`config.mk`:
```
export PLATFORM = sky130hd
export DESIGN_NAME = rca_pipe
export DESIGN_NICKNAME = d
export VERILOG_FILES = /design/src/rtl/rca_pkg.sv /design/src/rtl/rca_slice.sv /design/src/rtl/rca_pipe.sv
export SDC_FILE = /design/constraint.sdc
export NUM_CORES = 1
export LEC_CHECK = 0
export CAP_MARGIN = 20
export CORE_MARGIN = 1
export CORE_UTILIZATION = 40
export DETAILED_ROUTE_END_ITERATION = 16
export HOLD_SLACK_MARGIN = 0.1
export MAX_ROUTING_LAYER = met4
export PLACE_DENSITY_LB_ADDON = 0.1
export SLEW_MARGIN = 20
export SYNTH_ARGS = -nofsm -noshare
export SYNTH_HDL_FRONTEND = slang
export SYNTH_SLANG_ARGS = --single-unit
```
`constraint.sdc`:
```
create_clock -name clk -period 3.3 [get_ports clk]
set_input_delay 0.66 -clock clk [delete_from_list [all_inputs] [get_ports clk]]
set_output_delay 0.66 -clock clk [all_outputs]
set_load 0.05 [all_outputs]
```
`src/rtl/rca_pkg.sv`:
```
// ============================================================================
// Module  : rca_pkg
// Brief   : Shared constants, stage record and stage-count helper for rca_pipe.
// Revision: 1.0 - initial release
// ============================================================================
`default_nettype none

package rca_pkg;

    localparam int c_DEF_WIDTH = 16;
    localparam int c_DEF_SLICE = 4;

    // Per-stage control travelling alongside the data slices.
    typedef struct packed {
        logic valid;
        logic carry;
        logic sub_flag;
    } stage_t;

    // Returns 0 for an illegal WIDTH/SLICE pair so the top can refuse to elaborate.
    function automatic int rca_stages(input int width, input int slice);
        if (slice <= 0 || width < slice || (width % slice) != 0) begin
            return 0;
        end
        return width / slice;
    endfunction

endpackage

`default_nettype wire

```
`src/rtl/rca_slice.sv`:
```
// ============================================================================
// Module  : rca_slice
// Brief   : Combinational SLICE-bit ripple adder made of full-adder cells.
// Revision: 1.0 - initial release
// ============================================================================
`default_nettype none

module rca_slice #(
    parameter int SLICE = 4
) (
    input  logic [SLICE-1:0] i_a,
    input  logic [SLICE-1:0] i_b,
    input  logic             i_cin,
    output logic [SLICE-1:0] o_s,
    output logic             o_cout,
    output logic             o_cmsb
);

    // Carry chain kept in a loop variable so each full-adder cell chains cleanly.
    always_comb begin
        logic w_c;
        w_c    = i_cin;
        o_s    = '0;
        o_cmsb = 1'b0;
        for (int i = 0; i < SLICE; i++) begin
            if (i == SLICE - 1) begin
                o_cmsb = w_c;
            end
            o_s[i] = i_a[i] ^ i_b[i] ^ w_c;
            w_c    = (i_a[i] & i_b[i]) | (w_c & (i_a[i] ^ i_b[i]));
        end
        o_cout = w_c;
    end

endmodule

`default_nettype wire

```
`src/rtl/rca_pipe.sv`:
```
// ============================================================================
// Module  : rca_pipe
// Brief   : Pipelined ripple-carry adder, one SLICE per stage, valid/ready I/O.
//           Optional subtract/overflow support via `define RCA_PIPE_SUB_EN.
// Revision: 1.0 - initial release
// ============================================================================
`default_nettype none

module rca_pipe
    import rca_pkg::*;
#(
    parameter int WIDTH = c_DEF_WIDTH,
    parameter int SLICE = c_DEF_SLICE
) (
    input  logic             clk,
    input  logic             rst,
    input  logic             in_valid,
    output logic             in_ready,
    input  logic [WIDTH-1:0] a,
    input  logic [WIDTH-1:0] b,
    input  logic             cin,
    input  logic             sub,
    output logic             out_valid,
    input  logic             out_ready,
    output logic [WIDTH-1:0] sum,
    output logic             cout,
    output logic             ovf
);

    localparam int STAGES = rca_stages(WIDTH, SLICE);

    if (STAGES == 0) begin : g_bad_cfg
        $error("rca_pipe: WIDTH must be a non-zero multiple of SLICE");
    end

    logic w_stall;
    logic w_adv;
    logic w_take;

    assign w_stall  = out_valid && !out_ready;
    assign w_adv    = !w_stall;
    assign in_ready = w_adv;
    assign w_take   = in_valid && w_adv;

    for (genvar k = 0; k < STAGES; k++) begin : g_stage
        localparam int c_DONE = SLICE * (k + 1);
        localparam int c_REM  = WIDTH - c_DONE;

        logic [c_REM+SLICE-1:0] w_a_in;
        logic [c_REM+SLICE-1:0] w_b_in;
        logic [SLICE-1:0]       w_b_eff;
        logic [SLICE-1:0]       w_s;
        logic [c_DONE-1:0]      w_s_next;
        logic                   w_vin;
        logic                   w_cin;
        logic                   w_sub;
        logic                   w_cout;
        logic                   w_cmsb;
        logic                   w_unused;
        stage_t                 r_rec;
        logic [c_DONE-1:0]      r_s;

        if (k == 0) begin : g_head
            assign w_a_in   = a;
            assign w_b_in   = b;
            assign w_vin    = w_take;
            assign w_s_next = w_s;
`ifdef RCA_PIPE_SUB_EN
            assign w_sub = sub;
            assign w_cin = sub | cin;
`else
            assign w_sub = 1'b0;
            assign w_cin = cin;
`endif
        end else begin : g_body
            assign w_a_in   = g_stage[k-1].g_skew.r_a;
            assign w_b_in   = g_stage[k-1].g_skew.r_b;
            assign w_vin    = g_stage[k-1].r_rec.valid;
            assign w_cin    = g_stage[k-1].r_rec.carry;
            assign w_sub    = g_stage[k-1].r_rec.sub_flag;
            // Low slices already finished ride underneath the new one.
            assign w_s_next = {w_s, g_stage[k-1].r_s};
        end

`ifdef RCA_PIPE_SUB_EN
        assign w_b_eff = w_b_in[SLICE-1:0] ^ {SLICE{w_sub}};
`else
        assign w_b_eff = w_b_in[SLICE-1:0];
`endif

        rca_slice #(
            .SLICE (SLICE)
        ) u_slice (
            .i_a    (w_a_in[SLICE-1:0]),
            .i_b    (w_b_eff),
            .i_cin  (w_cin),
            .o_s    (w_s),
            .o_cout (w_cout),
            .o_cmsb (w_cmsb)
        );

        // Data only loads with a real beat so the output holds across bubbles.
        always_ff @(posedge clk or posedge rst) begin
            if (rst) begin
                r_rec <= '0;
                r_s   <= '0;
            end else if (w_adv) begin
                r_rec.valid <= w_vin;
                if (w_vin) begin
                    r_rec.carry    <= w_cout;
                    r_rec.sub_flag <= w_sub;
                    r_s            <= w_s_next;
                end
            end
        end

        if (c_REM > 0) begin : g_skew
            logic [c_REM-1:0] r_a;
            logic [c_REM-1:0] r_b;

            always_ff @(posedge clk or posedge rst) begin
                if (rst) begin
                    r_a <= '0;
                    r_b <= '0;
                end else if (w_adv && w_vin) begin
                    r_a <= w_a_in[c_REM+SLICE-1:SLICE];
                    r_b <= w_b_in[c_REM+SLICE-1:SLICE];
                end
            end
        end

        assign w_unused = w_cmsb ^ r_rec.sub_flag;
    end

    assign out_valid = g_stage[STAGES-1].r_rec.valid;
    assign sum       = g_stage[STAGES-1].r_s;
    assign cout      = g_stage[STAGES-1].r_rec.carry;

`ifdef RCA_PIPE_SUB_EN
    logic r_ovf;

    // Signed overflow is the carry into the MSB disagreeing with the carry out.
    always_ff @(posedge clk or posedge rst) begin
        if (rst) begin
            r_ovf <= 1'b0;
        end else if (w_adv && g_stage[STAGES-1].w_vin) begin
            r_ovf <= g_stage[STAGES-1].w_cout ^ g_stage[STAGES-1].w_cmsb;
        end
    end

    assign ovf = r_ovf;
`else
    logic w_unused_sub;

    assign w_unused_sub = sub;
    assign ovf          = 1'b0;
`endif

endmodule

`default_nettype wire

```
After elaboration in Yosys (flattened, before gate mapping)

Index checks and enable logic that the tools add are counted.

Bitwise gates (word level): 81
Reduce and logical (&&, ||, !) cells: 11

Operator list:

| cell              | count |
|---|---|
| $and 1x1->1       | 32 |
| $xor 1x1->1       | 32 |
| $or 1x1->1        | 16 |
| $reduce_and 2->1  | 4 |
| $logic_and 1x1->1 | 5 |
| $logic_not 1->1   | 2 |
| $not 1->1         | 1 |

Flip-flop bits (word level): 96
Input bits: 38
Output and inout port bits: 20
Logic and storage cells: 110

Longest topological paths before layout

Depth after elaboration: 9
Depth in mapped cells: 8
Mapped depth without buffers: 8

By module

A second synthesis with hierarchy kept.

Cells, all modules: 260
Area, all modules: 4460.5 um2

By module, submodules not included:

| module    | times used | cells an instance | area an instance (um2) |
|---|---|---|---|
| rca_pipe  | 1          | 212               | 4020.1 |
| rca_slice | 4          | 12                | 110.1 |

Least setup slack after synthesis

No wires, ideal clock.

Path type: input to register
Start: in a[0]
End: reg g_stage[0].r_s[3]
Arrival: 2.234 ns
Data required time: 3.218 ns
Setup slack: 0.984 ns
Stages on the path: 8
Buffers on the path: 0
Cells stage by stage: fa_1 > inv_1 > fa_1 > inv_1 > fa_1 > inv_1 > fa_1 > a31oi_1

Cells in the longest elaborated chain, start to end: 8
Elaborated cells between the ends (all ways): 9

Ends and longest elaborated chain:

| item                 | RTL line        | text |
|---|---|---|
| start, declared      | rca_pipe.sv:19  | `input logic [WIDTH-1:0] a,` |
| $xor 1x1->1          | rca_slice.sv:30 | `w_c = (i_a[i] & i_b[i]) \| (w_c & (i_a[i] ^ i_b[i]));` |
| $and 1x1->1          | rca_slice.sv:30 |  |
| $or 1x1->1 (*)       | rca_slice.sv:30 |  |
| $and 1x1->1 (*)      | rca_slice.sv:30 |  |
| $or 1x1->1 (*)       | rca_slice.sv:30 |  |
| $and 1x1->1 (*)      | rca_slice.sv:30 |  |
| $or 1x1->1 (*)       | rca_slice.sv:30 |  |
| $xor 1x1->1 (*)      | rca_slice.sv:29 | `o_s[i] = i_a[i] ^ i_b[i] ^ w_c;` |
| end signal, assigned | rca_pipe.sv:112 | `r_s <= w_s_next;` |
| end, declared        | rca_pipe.sv:61  | `logic [c_DONE-1:0] r_s;` |

Every way passes the cells marked *; elsewhere a longest branch is shown, timed or not.
A chain may end at the register's enable or synchronous reset.

Worst setup path in the final report

Start: in out_ready
End: out in_ready

Cells in the longest elaborated chain, start to end: 3

Ends and longest elaborated chain:

| item              | RTL line       | text |
|---|---|---|
| start, declared   | rca_pipe.sv:24 | `input logic out_ready,` |
| $logic_not 1->1   | rca_pipe.sv:40 | `assign w_stall = out_valid && !out_ready;` |
| $logic_and 1x1->1 | rca_pipe.sv:40 |  |
| $logic_not 1->1   | rca_pipe.sv:41 | `assign w_adv = !w_stall;` |
| end, declared     | rca_pipe.sv:18 | `output logic in_ready,` |

No other way between the ends.

==> flow_summary.toml <==
[finish]
nets = 381
final_layout_size_suffix_gt1_share_pct = 31.3
fin_area_um2 = 5070
stdcell_count = 468
layout_commonest_cell = "dfrtp_1"
n_antenna_cell = 0
area_growth_pct = 20.7
final_cell_mix = "dfrtp_1 (96), clkdlybuf4s50_1 (54), mux2_2 (44)"
fill_cells = 906

[power]
p_int_mw = 3.19
swShare_pct = 35.5
cellPowerDensity_nw_per_um2 = 976
p_leak_nw = 2.33
combPwrFrac_pct = 43.1
power.switching_mw = 1.76
max-vdd-ir-drop_mv = 0.359
pwr-share-clk_pct = 15.9
totalPowerFinal_mw = 4.95
pwr-share-seq_pct = 41.0

[clock_tree]
cts-root-buf = "clkbuf_8"
path_clk_slew_ns = 0.09
ctsHoldBuffers = 0
cts_tree = "done"
cts-buffers-inserted = 9
clock_path_buffers = 2
post_cts_resized = 0
cts_sinks = 96
h-tree-depth = 3
cts_setup_buffers = 0
clk_latency_ns = 0.35

[place]
placed_area_um2 = 4860
port_buffers = 55
dp_slack_ns = 0.447
dpl.cell_count = 452
dpl.hpwl_um = 4260
gp_congestion = 0.670

[floorplanning]
dieArea_um2 = 10900
rows = 37
io_pins = 58
die_h_um = 104
core-area_um2 = 10200
dieWidth_um = 104
start_util_pct = 41.0

[worst_setup_path]
crit_fanout = 10
crit_arrival_ns = 1.88
crit_required_ns = 2.64
slowest_stage = "nand2b_1"
worstRegToRegCells = 8
path_depth = 3
crit_type = "input port to primary output"
critPathBufInv = 2
start_kind = "input port"
cpPeakStageDelay_ns = 0.54
worst_setup_path_end_kind = "primary output"
path_cells = "clkdlybuf4s50_1 > nand2b_1 > buf_12"
cp_top_family = "buffers and inverters"

[logic_synthesis]
syn_nets = 323
synth_top_area_cell = "dfrtp_1"
syn_area_um2 = 4200
seq_area_frac_synth_pct = 57.2
yosysTopAreaCellShare_pct = 57.2
synth_edf_count = 0
ys_types = 18
yosysWarnings = 0
ys_ff_latch = 96
avgSynthCellArea_um2 = 15.6
synth_area_leaders = "dfrtp_1 (57%), mux2_4 (13%), mux2_2 (12%)"
async_flop_share_pct = 100
synth_flop_cell = "dfrtp_1"
synthCells = 269

[route]
drt-initial-drc-count = 65
dr.pass1.iters = 4
wl_per_cell_um = 13.8
wl_um = 6470
drc_errors = 0
ant_nets = 0
num_vias = 2110
routed_via_density = 4.51

[timing]
setup_viol = 0
max_freq_mhz = 393
setup_tns_ns = 0
relSlewSlack_pct = 49.2
hold_viol = 0
slew_viol_final = 0
worstMarginPinSlew_ns = 0.761
timing.final.crit_share_pct = 77.1
fin_crit_ns = 2.54
finalClockSkew_ns = 0.0132
rsz0062_at_grt = "false"
setup_ws_ns = 0.756

[min_path]
hp-class = "flop to flop"
holdPathStages = 1

[grt]
grt_pass1_vias = 2117
grt_antenna_before_repair = 0
grt_pass1_wl_um = 10900
grt.overflow.total = 0
grt_max_degree = 62
grt_usage_pct = 13.3

[outcome]
status = "finished, final reports clean"

[run]
drv_cap = 0
==> cells in the mapped netlist, types with 3 or more instances <==
library cell / instances
inv_1: 36
dfrtp_1: 96
fa_1: 16
mux2_4: 36
a21oi_1: 8
mux2_2: 44
mux2i_1: 4
buf_6: 8
o21ai_0: 3
nand2_4: 3
a31oi_1: 8
==> cell families after synthesis <==
group	synth area share, %
other	0.0893
buffers and inverters	5.75
AOI/OAI and AO/OA	2.50
adders and majority gates	7.63
muxes	25.6
DFF	57.2
and+or+nand+nor	1.19
==> layout make-up <==
class | count | area, µm² | area share (%)
Tap cell | 136 | 170 | 3.36
Clock inverter | 4 | 52.6 | 1.04
Sequential cell | 96 | 2400 | 47.4
Inverter | 36 | 138 | 2.72
Clock buffer | 12 | 155 | 3.06
Multi-Input combinational cell | 126 | 1560 | 30.7
Timing Repair Buffer | 58 | 596 | 11.8
==> per-layer routing <==
layer / vias up / global-route usage (%) / share of wire, %
li1: 1007 / - / -
met1: 1051 / 18.2 / 51
met2: 41 / 19.3 / 44
met3: 11 / 2.63 / 3.5
met4: 0 / 5.82 / 1.8
met5: - / - / 0
==> worst paths after layout <==
check	start	slack, ns	endpoint
max	out_ready	0.76	in_ready
min	g_stage[2].r_s[1]$_DFFE_PP0P_	0.50	sum[1]$_DFFE_PP0P_
max reg2reg	g_stage[2].g_skew.r_a[0]$_DFFE_PP0P_	1.09	sum[15]$_DFFE_PP0P_
min reg2reg	g_stage[2].r_s[1]$_DFFE_PP0P_	0.50	sum[1]$_DFFE_PP0P_
max in group asynchronous	rst	1.83	g_stage[1].g_skew.r_b[1]$_DFFE_PP0P_
min in group asynchronous	rst	0.81	g_stage[1].g_skew.r_a[5]$_DFFE_PP0P_
==> sequential cells by signal, indices dropped and copies added, names as in the netlist <==
signal              count
g_stage.w_vin           3
cout                    1
sum                    16
out_valid               1
g_stage.r_s            24
g_stage.g_skew.r_b     24
g_stage.w_cin           3
g_stage.g_skew.r_a     24
==> power groups by stage <==
stage / clock, mW / combinational, mW / sequential (mW)
6_report: 0.788 / 2.13 / 2.03
5_1_grt: 0.863 / 2.33 / 2.11
4_1_cts: 0.820 / 2.17 / 2.04
3_5_place_dp: 0 / 2.17 / 2.06
3_3_place_gp: 0 / 2.12 / 2.05
2_1_floorplan: 0 / 1.29 / 2.36
==> stage by stage <==
stage / hold slack (ns) / utilization [%]
3_3_place_gp: 0.484 / 47.5
5_1_grt: 0.518 / 49.5
3_5_place_dp: 0.492 / 47.5
2_1_floorplan: 0.475 / -
6_report: 0.498 / 49.5
4_1_cts: 0.501 / 49.5
No activity file was read; power rests on OpenSTA's default activity.
